**config.mk**
```make
export PLATFORM = sky130hd
export DESIGN_NAME = hit_scanner
export DESIGN_NICKNAME = d
export VERILOG_FILES = /design/src/rtl/rt_pkg.sv /design/src/rtl/tri_fetch.sv /design/src/rtl/hit_scanner.sv
export SDC_FILE = /design/constraint.sdc
export NUM_CORES = 1
export LEC_CHECK = 0
export BUFFER_PORTS_ARGS = -buffer_cell sky130_fd_sc_hd__buf_4
export CAP_MARGIN = 0
export CORE_AREA = 2 2 562 564
export DETAILED_ROUTE_END_ITERATION = 7
export DIE_AREA = 0 0 564 566
export SLEW_MARGIN = 20
export SYNTH_ARGS = -nofsm -noshare
export SYNTH_HDL_FRONTEND = slang
export SYNTH_SLANG_ARGS = --single-unit
```
**constraint.sdc**
```tcl
create_clock -name clk_i -period 6.5 [get_ports clk_i]
set_clock_uncertainty 0.1 [all_clocks]
set_input_delay 1.3 -clock clk_i [delete_from_list [all_inputs] [get_ports clk_i]]
set_output_delay 1.3 -clock clk_i [all_outputs]
set_load 0.02 [all_outputs]
```
**src/rtl/rt_pkg.sv**
```systemverilog
// Shared ray/triangle layouts, float constants and scanner FSM states.
package rt_pkg;

  localparam int unsigned FpW  = 32;
  localparam int unsigned RayW = 224;
  localparam int unsigned TriW = 384;

  typedef struct packed {
    logic [FpW-1:0] x;
    logic [FpW-1:0] y;
    logic [FpW-1:0] z;
  } vec3_t;

  typedef struct packed {
    vec3_t          org;
    vec3_t          dir;
    logic [FpW-1:0] tmax;
  } ray_t;

  typedef struct packed {
    vec3_t p0;
    vec3_t e1;
    vec3_t e2;
    vec3_t n;
  } tri_t;

  // Bit offsets of the fields within the flat vectors.
  localparam int unsigned RayTmaxLsb = 0;
  localparam int unsigned RayDirLsb  = 32;
  localparam int unsigned RayOrgLsb  = 128;
  localparam int unsigned TriNLsb    = 0;
  localparam int unsigned TriE2Lsb   = 96;
  localparam int unsigned TriE1Lsb   = 192;
  localparam int unsigned TriP0Lsb   = 288;

  localparam logic [FpW-1:0] FP_ONE  = 32'h3f80_0000;
  localparam logic [FpW-1:0] FP_ZERO = 32'h0000_0000;

  typedef enum logic [2:0] {
    StIdle,
    StFetch,
    StIssue,
    StWait,
    StFin
  } state_e;

endpackage

```
**src/rtl/tri_fetch.sv**
```systemverilog
// Triangle memory req/ack handshake and the triangle register that feeds ist.
module tri_fetch
  import rt_pkg::*;
#(
  parameter int unsigned IDX_W = 8
) (
  input  logic             clk_i,
  input  logic             rst_ni,
  input  logic             en_i,
  input  logic [IDX_W-1:0] base_i,
  input  logic [IDX_W-1:0] idx_i,
  input  logic             tri_ack_i,
  input  logic [TriW-1:0]  tri_data_i,
  output logic             tri_req_o,
  output logic [IDX_W-1:0] tri_addr_o,
  output logic             accept_o,
  output logic [TriW-1:0]  tri_o
);

  logic [TriW-1:0] tri_q, tri_d;

  // IDX_W-bit sum wraps past the top of triangle memory by design.
  assign tri_req_o  = en_i;
  assign tri_addr_o = en_i ? (base_i + idx_i) : '0;
  assign accept_o   = en_i & tri_ack_i;

  always_comb begin
    tri_d = tri_q;
    if (accept_o) begin
      tri_d = tri_data_i;
    end
  end

  always_ff @(posedge clk_i or negedge rst_ni) begin
    if (!rst_ni) begin
      tri_q <= '0;
    end else begin
      tri_q <= tri_d;
    end
  end

  assign tri_o = tri_q;

endmodule

```
**src/rtl/hit_scanner.sv**
```systemverilog
// Closest-hit scanner: walks a triangle range through ist, shrinking tmax on each hit.
module hit_scanner
  import rt_pkg::*;
#(
  parameter int unsigned IDX_W = 8
) (
  input  logic             clk_i,
  input  logic             rst_ni,
  input  logic             start_i,
  input  logic [RayW-1:0]  ray_i,
  input  logic [IDX_W-1:0] tri_base_i,
  input  logic [IDX_W:0]   tri_count_i,
  output logic             tri_req_o,
  output logic [IDX_W-1:0] tri_addr_o,
  input  logic             tri_ack_i,
  input  logic [TriW-1:0]  tri_data_i,
  output logic             ist_valid_o,
  output logic [RayW-1:0]  ist_ray_o,
  output logic [TriW-1:0]  ist_tri_o,
  input  logic             ist_done_i,
  input  logic             ist_intersected_i,
  input  logic [FpW-1:0]   ist_t_i,
  input  logic [FpW-1:0]   ist_u_i,
  input  logic [FpW-1:0]   ist_v_i,
  output logic             busy_o,
  output logic             done_o,
  output logic             hit_o,
  output logic [IDX_W-1:0] hit_idx_o,
  output logic [FpW-1:0]   hit_t_o,
  output logic [FpW-1:0]   hit_u_o,
  output logic [FpW-1:0]   hit_v_o
);

  state_e           state_q, state_d;
  ray_t             ray_q, ray_d, ray_in, ist_ray;
  logic [IDX_W-1:0] base_q, base_d;
  logic [IDX_W:0]   count_q, count_d, idx_q, idx_d, idx_inc;
  logic [FpW-1:0]   tmax_q, tmax_d;
  logic             hit_q, hit_d;
  logic [IDX_W-1:0] hit_idx_q, hit_idx_d;
  logic [FpW-1:0]   hit_t_q, hit_t_d, hit_u_q, hit_u_d, hit_v_q, hit_v_d;
  logic             busy_q, busy_d, done_q, done_d;
  logic             fetch_accept;

  tri_fetch #(
    .IDX_W(IDX_W)
  ) u_tri_fetch (
    .clk_i      (clk_i),
    .rst_ni     (rst_ni),
    .en_i       (state_q == StFetch),
    .base_i     (base_q),
    .idx_i      (idx_q[IDX_W-1:0]),
    .tri_ack_i  (tri_ack_i),
    .tri_data_i (tri_data_i),
    .tri_req_o  (tri_req_o),
    .tri_addr_o (tri_addr_o),
    .accept_o   (fetch_accept),
    .tri_o      (ist_tri_o)
  );

  assign ray_in  = ray_i;
  assign idx_inc = idx_q + {{IDX_W{1'b0}}, 1'b1};
  // done is registered so it trails FIN by one cycle, aligned with busy falling.
  assign done_d  = (state_q == StFin);

  always_comb begin
    state_d   = state_q;
    ray_d     = ray_q;
    base_d    = base_q;
    count_d   = count_q;
    idx_d     = idx_q;
    tmax_d    = tmax_q;
    hit_d     = hit_q;
    hit_idx_d = hit_idx_q;
    hit_t_d   = hit_t_q;
    hit_u_d   = hit_u_q;
    hit_v_d   = hit_v_q;
    busy_d    = busy_q;
    unique case (state_q)
      StIdle: begin
        if (start_i) begin
          ray_d   = ray_in;
          base_d  = tri_base_i;
          count_d = tri_count_i;
          tmax_d  = ray_in.tmax;
          idx_d   = '0;
          hit_d   = 1'b0;
          busy_d  = 1'b1;
          state_d = (tri_count_i == '0) ? StFin : StFetch;
        end
      end
      StFetch: begin
        if (fetch_accept) begin
          state_d = StIssue;
        end
      end
      StIssue: state_d = StWait;
      StWait: begin
        if (ist_done_i) begin
          if (ist_intersected_i) begin
            hit_d     = 1'b1;
            hit_idx_d = idx_q[IDX_W-1:0];
            hit_t_d   = ist_t_i;
            hit_u_d   = ist_u_i;
            hit_v_d   = ist_v_i;
            tmax_d    = ist_t_i;
          end
          idx_d   = idx_inc;
          state_d = (idx_inc == count_q) ? StFin : StFetch;
        end
      end
      StFin: begin
        state_d = StIdle;
        busy_d  = 1'b0;
      end
      default: state_d = StIdle;
    endcase
  end

  always_ff @(posedge clk_i or negedge rst_ni) begin
    if (!rst_ni) begin
      state_q   <= StIdle;
      ray_q     <= '0;
      base_q    <= '0;
      count_q   <= '0;
      idx_q     <= '0;
      tmax_q    <= FP_ZERO;
      hit_q     <= 1'b0;
      hit_idx_q <= '0;
      hit_t_q   <= '0;
      hit_u_q   <= '0;
      hit_v_q   <= '0;
      busy_q    <= 1'b0;
      done_q    <= 1'b0;
    end else begin
      state_q   <= state_d;
      ray_q     <= ray_d;
      base_q    <= base_d;
      count_q   <= count_d;
      idx_q     <= idx_d;
      tmax_q    <= tmax_d;
      hit_q     <= hit_d;
      hit_idx_q <= hit_idx_d;
      hit_t_q   <= hit_t_d;
      hit_u_q   <= hit_u_d;
      hit_v_q   <= hit_v_d;
      busy_q    <= busy_d;
      done_q    <= done_d;
    end
  end

  // ist sees the latched ray with its tmax replaced by the running nearest t.
  always_comb begin
    ist_ray      = ray_q;
    ist_ray.tmax = tmax_q;
  end

  assign ist_ray_o   = ist_ray;
  assign ist_valid_o = (state_q == StIssue);
  assign busy_o      = busy_q;
  assign done_o      = done_q;
  assign hit_o       = hit_q;
  assign hit_idx_o   = hit_idx_q;
  assign hit_t_o     = hit_t_q;
  assign hit_u_o     = hit_u_q;
  assign hit_v_o     = hit_v_q;

endmodule
```
[Word-level counts from Yosys, hierarchy flattened]
Cells that the tools add are included.
Word-level totals
  register bits: 744
  input bits: 727
  output and inout bits: 725
  word-level logic and storage cells: 61
Cells by class
  add/sub/neg operators: 2
  eq/ne operators: 9
  multiplexer cells: 20
  bitwise operators: 1
  reduce and logical (&&, ||, !) cells: 10
Operator list (number)
  $mux 32: 3
  $pmux 32 s2: 1
  $mux 9: 2
  $pmux 9 s2: 1
  $mux 3: 5
  $pmux 3 s4: 1
  $add 9x1->9 const B: 1
  $eq 9x9->1: 1
  $logic_not 9->1: 1
  $reduce_and 3->1: 3
  $add 8x8->8: 1
  $mux 8: 1
  $ne 2x2->1 const B: 4
  $eq 3x2->1 const B: 2
  $mux 1: 4
  $pmux 1 s2: 2
  $reduce_and 2->1: 2
  $reduce_and 4->1: 1
  $reduce_bool 2->1: 2
  $eq 3x1->1 const B: 1
  $eq 3x3->1 const B: 1
  $logic_not 3->1: 1
  $and 1x1->1: 1

[Logic depth before layout (Yosys ltp)]
  depth in word-level cells: 5
  gate-level depth with buffers: 8
  gate-level depth less buffers: 7

[Hierarchy]
From an unflattened synthesis, not the netlist that was laid out.
Unflattened totals
  cell total of the unflattened synthesis: 1780
  area total of the unflattened synthesis: 28857.7 um^2
By module, submodules not included
  tri_fetch: times used 1, cells each 857, area an instance 14729.1 um^2, seq. area each 9609.2 um^2
  hit_scanner: times used 1, cells each 923, area an instance 14128.6 um^2, seq. area each 9008.6 um^2

[Worst setup path after synthesis]
Ideal clock, no wire load.
  path type: register -> output
  start point: reg idx_q[0]
  end point: out tri_addr_o[6]
  arrival time: 2.090 ns
  required time: 5.100 ns
  slack: 3.010 ns
  cell stages (with the launch flop): 8
  path buffers: 0
  cell sequence: dfrtp_1 ha_1 fa_1 a21o_1 a21oi_1 o21bai_1 a21oi_1 mux2i_1
Between the ends
  word-level cells in the longest chain between the ends: 2
Ends and longest elaborated chain
  start, declared: line hit_scanner.sv:37  | logic [IDX_W:0] count_q, count_d, idx_q, idx_d, idx_inc;
  start signal, assigned: line hit_scanner.sv:140  | idx_q <= idx_d;
  $add 8x8->8: line tri_fetch.sv:24  | assign tri_addr_o = en_i ? (base_i + idx_i) : '0;
  $mux 8: line tri_fetch.sv:24
  end, declared: line hit_scanner.sv:14  | output logic [IDX_W-1:0] tri_addr_o,
Every way passes these cells.

[Worst setup path after layout]
  start point: reg idx_q[1]
  end point: out tri_addr_o[7]
Same word-level chain as after synthesis.

==> impl_metrics.tcl <==
set metrics [dict create \
    cts_setup_buffers 0 \
    core_area_sq_mm 0.313 \
    dp.final_hpwl_mm 182 \
    min-delay-start "ist_ray_o[40]" \
    fmax_mhz 204 \
    outcome "completed" \
    endpoint_kind "output port" \
    placed_area_sq_mm 0.0457 \
    synth.ff_latch_count 744 \
    synth.avg_cell_area_sq_um 13.6 \
    nets 4424 \
    cts_max_level 3 \
    slew-limit-headroom 0.302 \
    whs_endpoint "ist_ray_o[40]" \
    r2r_endpoint "hit_t_o[8]" \
    total_leakage_power_nw 23.3 \
    worstSkewPairLatency_ns 0.82 \
    share_comb_of_total_power 0.474 \
    layout_cells_sized_above_1 0.568 \
    die_area_sq_mm 0.319 \
    worst_setup_hold_path_clk_slew_ns 0.06 \
    synthArstFlopShare 1.00 \
    netSwitchingFraction 0.411 \
    critical_path_peak_fanout 8 \
    synth.top_cell.area_share 0.616 \
    minimum_clock_period_after_layout_ns 4.91 \
    drt.antenna.violating_nets 0 \
    power.sequential.fraction 0.313 \
    synth_cell_types 48 \
    cellPowerDensity_mw_per_mm2 552 \
    clock_buffers_created_by_tritoncts 100 \
    fin_tns_setup_ns 0 \
    place_congestion 0.948 \
    floorplan.initialDensity 0.0965 \
    die_width_um 564 \
    clkPwrFrac 0.213 \
    number_of_global_route_vias_before_repair 24300 \
    multi_input_area_sq_mm 0.0105 \
    globalRouteTotalUtil 0.129 \
    grt_overflow_total 0 \
    max_cap_violations 0 \
    clk_buf_depth 4 \
    root_buffer_selected_by_cts "clkbuf_16" \
    layout.area.seq_sq_mm 0.0186 \
    count_of_synthesis_stage_warnings_from_yosys 0 \
    worstMarginPinSlew_ns 1.04 \
    post-synth-top-area-cell "dfrtp_1" \
    synth.area.top_cells "dfrtp_1 62%, mux2_4 15%, nand2_1 7.9%" \
    detail_route.drc_violations 0 \
    holdCritPathClass "flip-flop to flip-flop" \
    worst_setup_path_start_kind "flip-flop" \
    total_number_of_clock_tree_sinks 744 \
    layout-area-overhead-vs-synth_pct 62.7 \
    floorplan.die.height_um 566 \
    holdPathStages 2 \
    grt_antenna_before_repair 211 \
    synth_enable_flop_cells 0 \
    p_int_w 0.0160 \
    fin_crit_sh 0.755 \
    rr_worst_depth 5 \
    ys_dominant_reg_cell "dfrtp_1" \
    grt_pass1_wl_mm 266 \
    final-hold-violation-count 0 \
    regToRegSetupSlack_ns 3.26 \
    cp_data_required_time_ns 5.10 \
    viasPerCell 3.01 \
    power_switching_w 0.0112 \
    worstPathArrival_ns 3.51 \
    first_iteration_detailed_routing_drc_count 1306 \
    n_fill_cell 35100 \
    place.port_buffers 1451 \
    synth_fp_nets 2955 \
    fraction_of_the_yosys_area_taken_by_sequential_cells 0.616 \
    postSynthCellCount 2219 \
    cts-hold-fix-buffers 0 \
    setup_viol 0 \
    criticalPathCategory "flip-flop to output port" \
    rsz0062_at_grt "no" \
    post_cts_resized 0 \
    syn-cell-area_sq_mm 0.0302 \
    worstReg2RegStart "state_q[2]" \
    worst_hold_slack_ns 0.370 \
    detail_route.first_pass.iterations 4 \
    core.rowCount 206 \
    cts_tree "yes" \
    dr_total_vias 24000 \
    avgRoutedWirePerCell_um 26.8 \
    finalWirelength_mm 213 \
    worst_ir_drop_vdd_v 0.000260 \
    finalInstanceArea_sq_mm 0.0492 \
    count_of_pins_over_their_slew_limit 0 \
    grt_start_max_net_pins 135 \
    num_ports 1452 \
]
[kinds of logic after synthesis]
logic type,synth area share
flops,0.616
simple gates,0.0942
mux,0.230
buf+inv,0.0369
compound gates,0.0144
xor+xnor,0.00435
fa+ha+maj,0.00397
[through the flow]
stage               worst slack, ns   util  std cells  total power (W)
finish                         1.59  0.157       7972           0.0272
global route                   1.39  0.157       7936           0.0285
CTS                            1.47  0.156       7924           0.0276
detailed placement             2.44  0.146       7745           0.0216
global placement               2.46  0.146       7745           0.0215
floorplan                      3.01      -       2219           0.0150
[synth_stat cells (all sizes together), types with 2 or more instances]
master	instances
nor3	3
nand2	640
mux2	488
or2b	2
xnor2	11
nor2	45
a21o	3
clkbuf	54
o21ai	15
xor2	4
nand3	8
nand3b	4
nand4	3
ha	8
o21bai	2
a21oi	41
a31oi	5
dfrtp	744
nand2b	3
o21a	2
mux2i	34
nor3b	3
and3	5
inv	5
o31ai	3
and2	5
nor4	3
buf	64
[area by class of cell]
type | count | share of cell area
Antenna cell | 47 | 0.00239
Clock buffer | 133 | 0.0567
Clock inverter | 46 | 0.0121
Inverter | 6 | 0.000483
Multi-Input combinational cell | 1351 | 0.214
Sequential cell | 744 | 0.379
Tap cell | 4160 | 0.106
Timing Repair Buffer | 1485 | 0.230
[metal layers]
| layer | share of wire | global-route usage |
|---|---|---|
| met2 | 0.45 | 0.204 |
| met5 | 0.0036 | 0 |
| met4 | 0.038 | 0.0409 |
| met1 | 0.37 | 0.141 |
| met3 | 0.14 | 0.0787 |
[state kept, by name (all words and copies together) (netlist names)]
name               flops
done_o                 1
hit_idx_o              8
hit_o                  1
u_tri_fetch.tri_o    384
base_q                 8
hit_u_o               32
busy_o                 1
state_q                3
idx_q                  9
hit_t_o               32
count_q                9
ist_ray_o            192
hit_v_o               32
tmax_q                32
[worst max-delay path, cell delays in order (launching register included)]
cell and delay (ns):
dfrtp_1 0.48, ha_1 0.33, a21o_1 0.16, a21oi_1 0.26, o21ai_0 0.18, nand3_1 0.11
nor3b_1 0.84, buf_4 0.31
[power groups by stage]
stage               registers [W]  clock network (W)  logic (W)
floorplan                  0.0108                  0    0.00421
global placement          0.00849                  0     0.0131
detailed placement        0.00851                  0     0.0131
CTS                       0.00849            0.00601     0.0131
global route              0.00877            0.00619     0.0136
finish                    0.00850            0.00578     0.0129
[how the worst max path moves through the flow]
stage                     cells past startpoint  slack, ns            end     start
after floorplan                               7       3.01  tri_addr_o[6]  idx_q[0]
after global placement                        7       2.46  tri_addr_o[7]  idx_q[1]
after detailed placement                      7       2.44  tri_addr_o[7]  idx_q[1]
after CTS                                     7       1.47  tri_addr_o[7]  idx_q[1]
after global routing                          7       1.39  tri_addr_o[7]  idx_q[1]
final                                         7       1.59  tri_addr_o[7]  idx_q[1]
[layout by cell type, fill, tap and decap left out, types with 4 or more instances in the layout]
master,instances
buf_12,11
clkinv_4,6
clkbuf_16,100
clkbuf_1,17
mux2_4,300
mux2_2,183
clkinvlp_4,9
ha_1,8
xor2_1,4
xnor2_1,11
nand3_1,8
nand2_1,640
and2_1,4
mux2i_1,34
nand3b_1,4
o21ai_0,15
inv_1,5
dfrtp_1,744
mux2_1,5
clkinv_2,15
nor2_1,44
a21oi_1,40
buf_4,1472
and3_1,5
bufinv_16,9
a31oi_1,5
clkbuf_8,16
diode_2,47
Power figures use the tool's default switching activity.
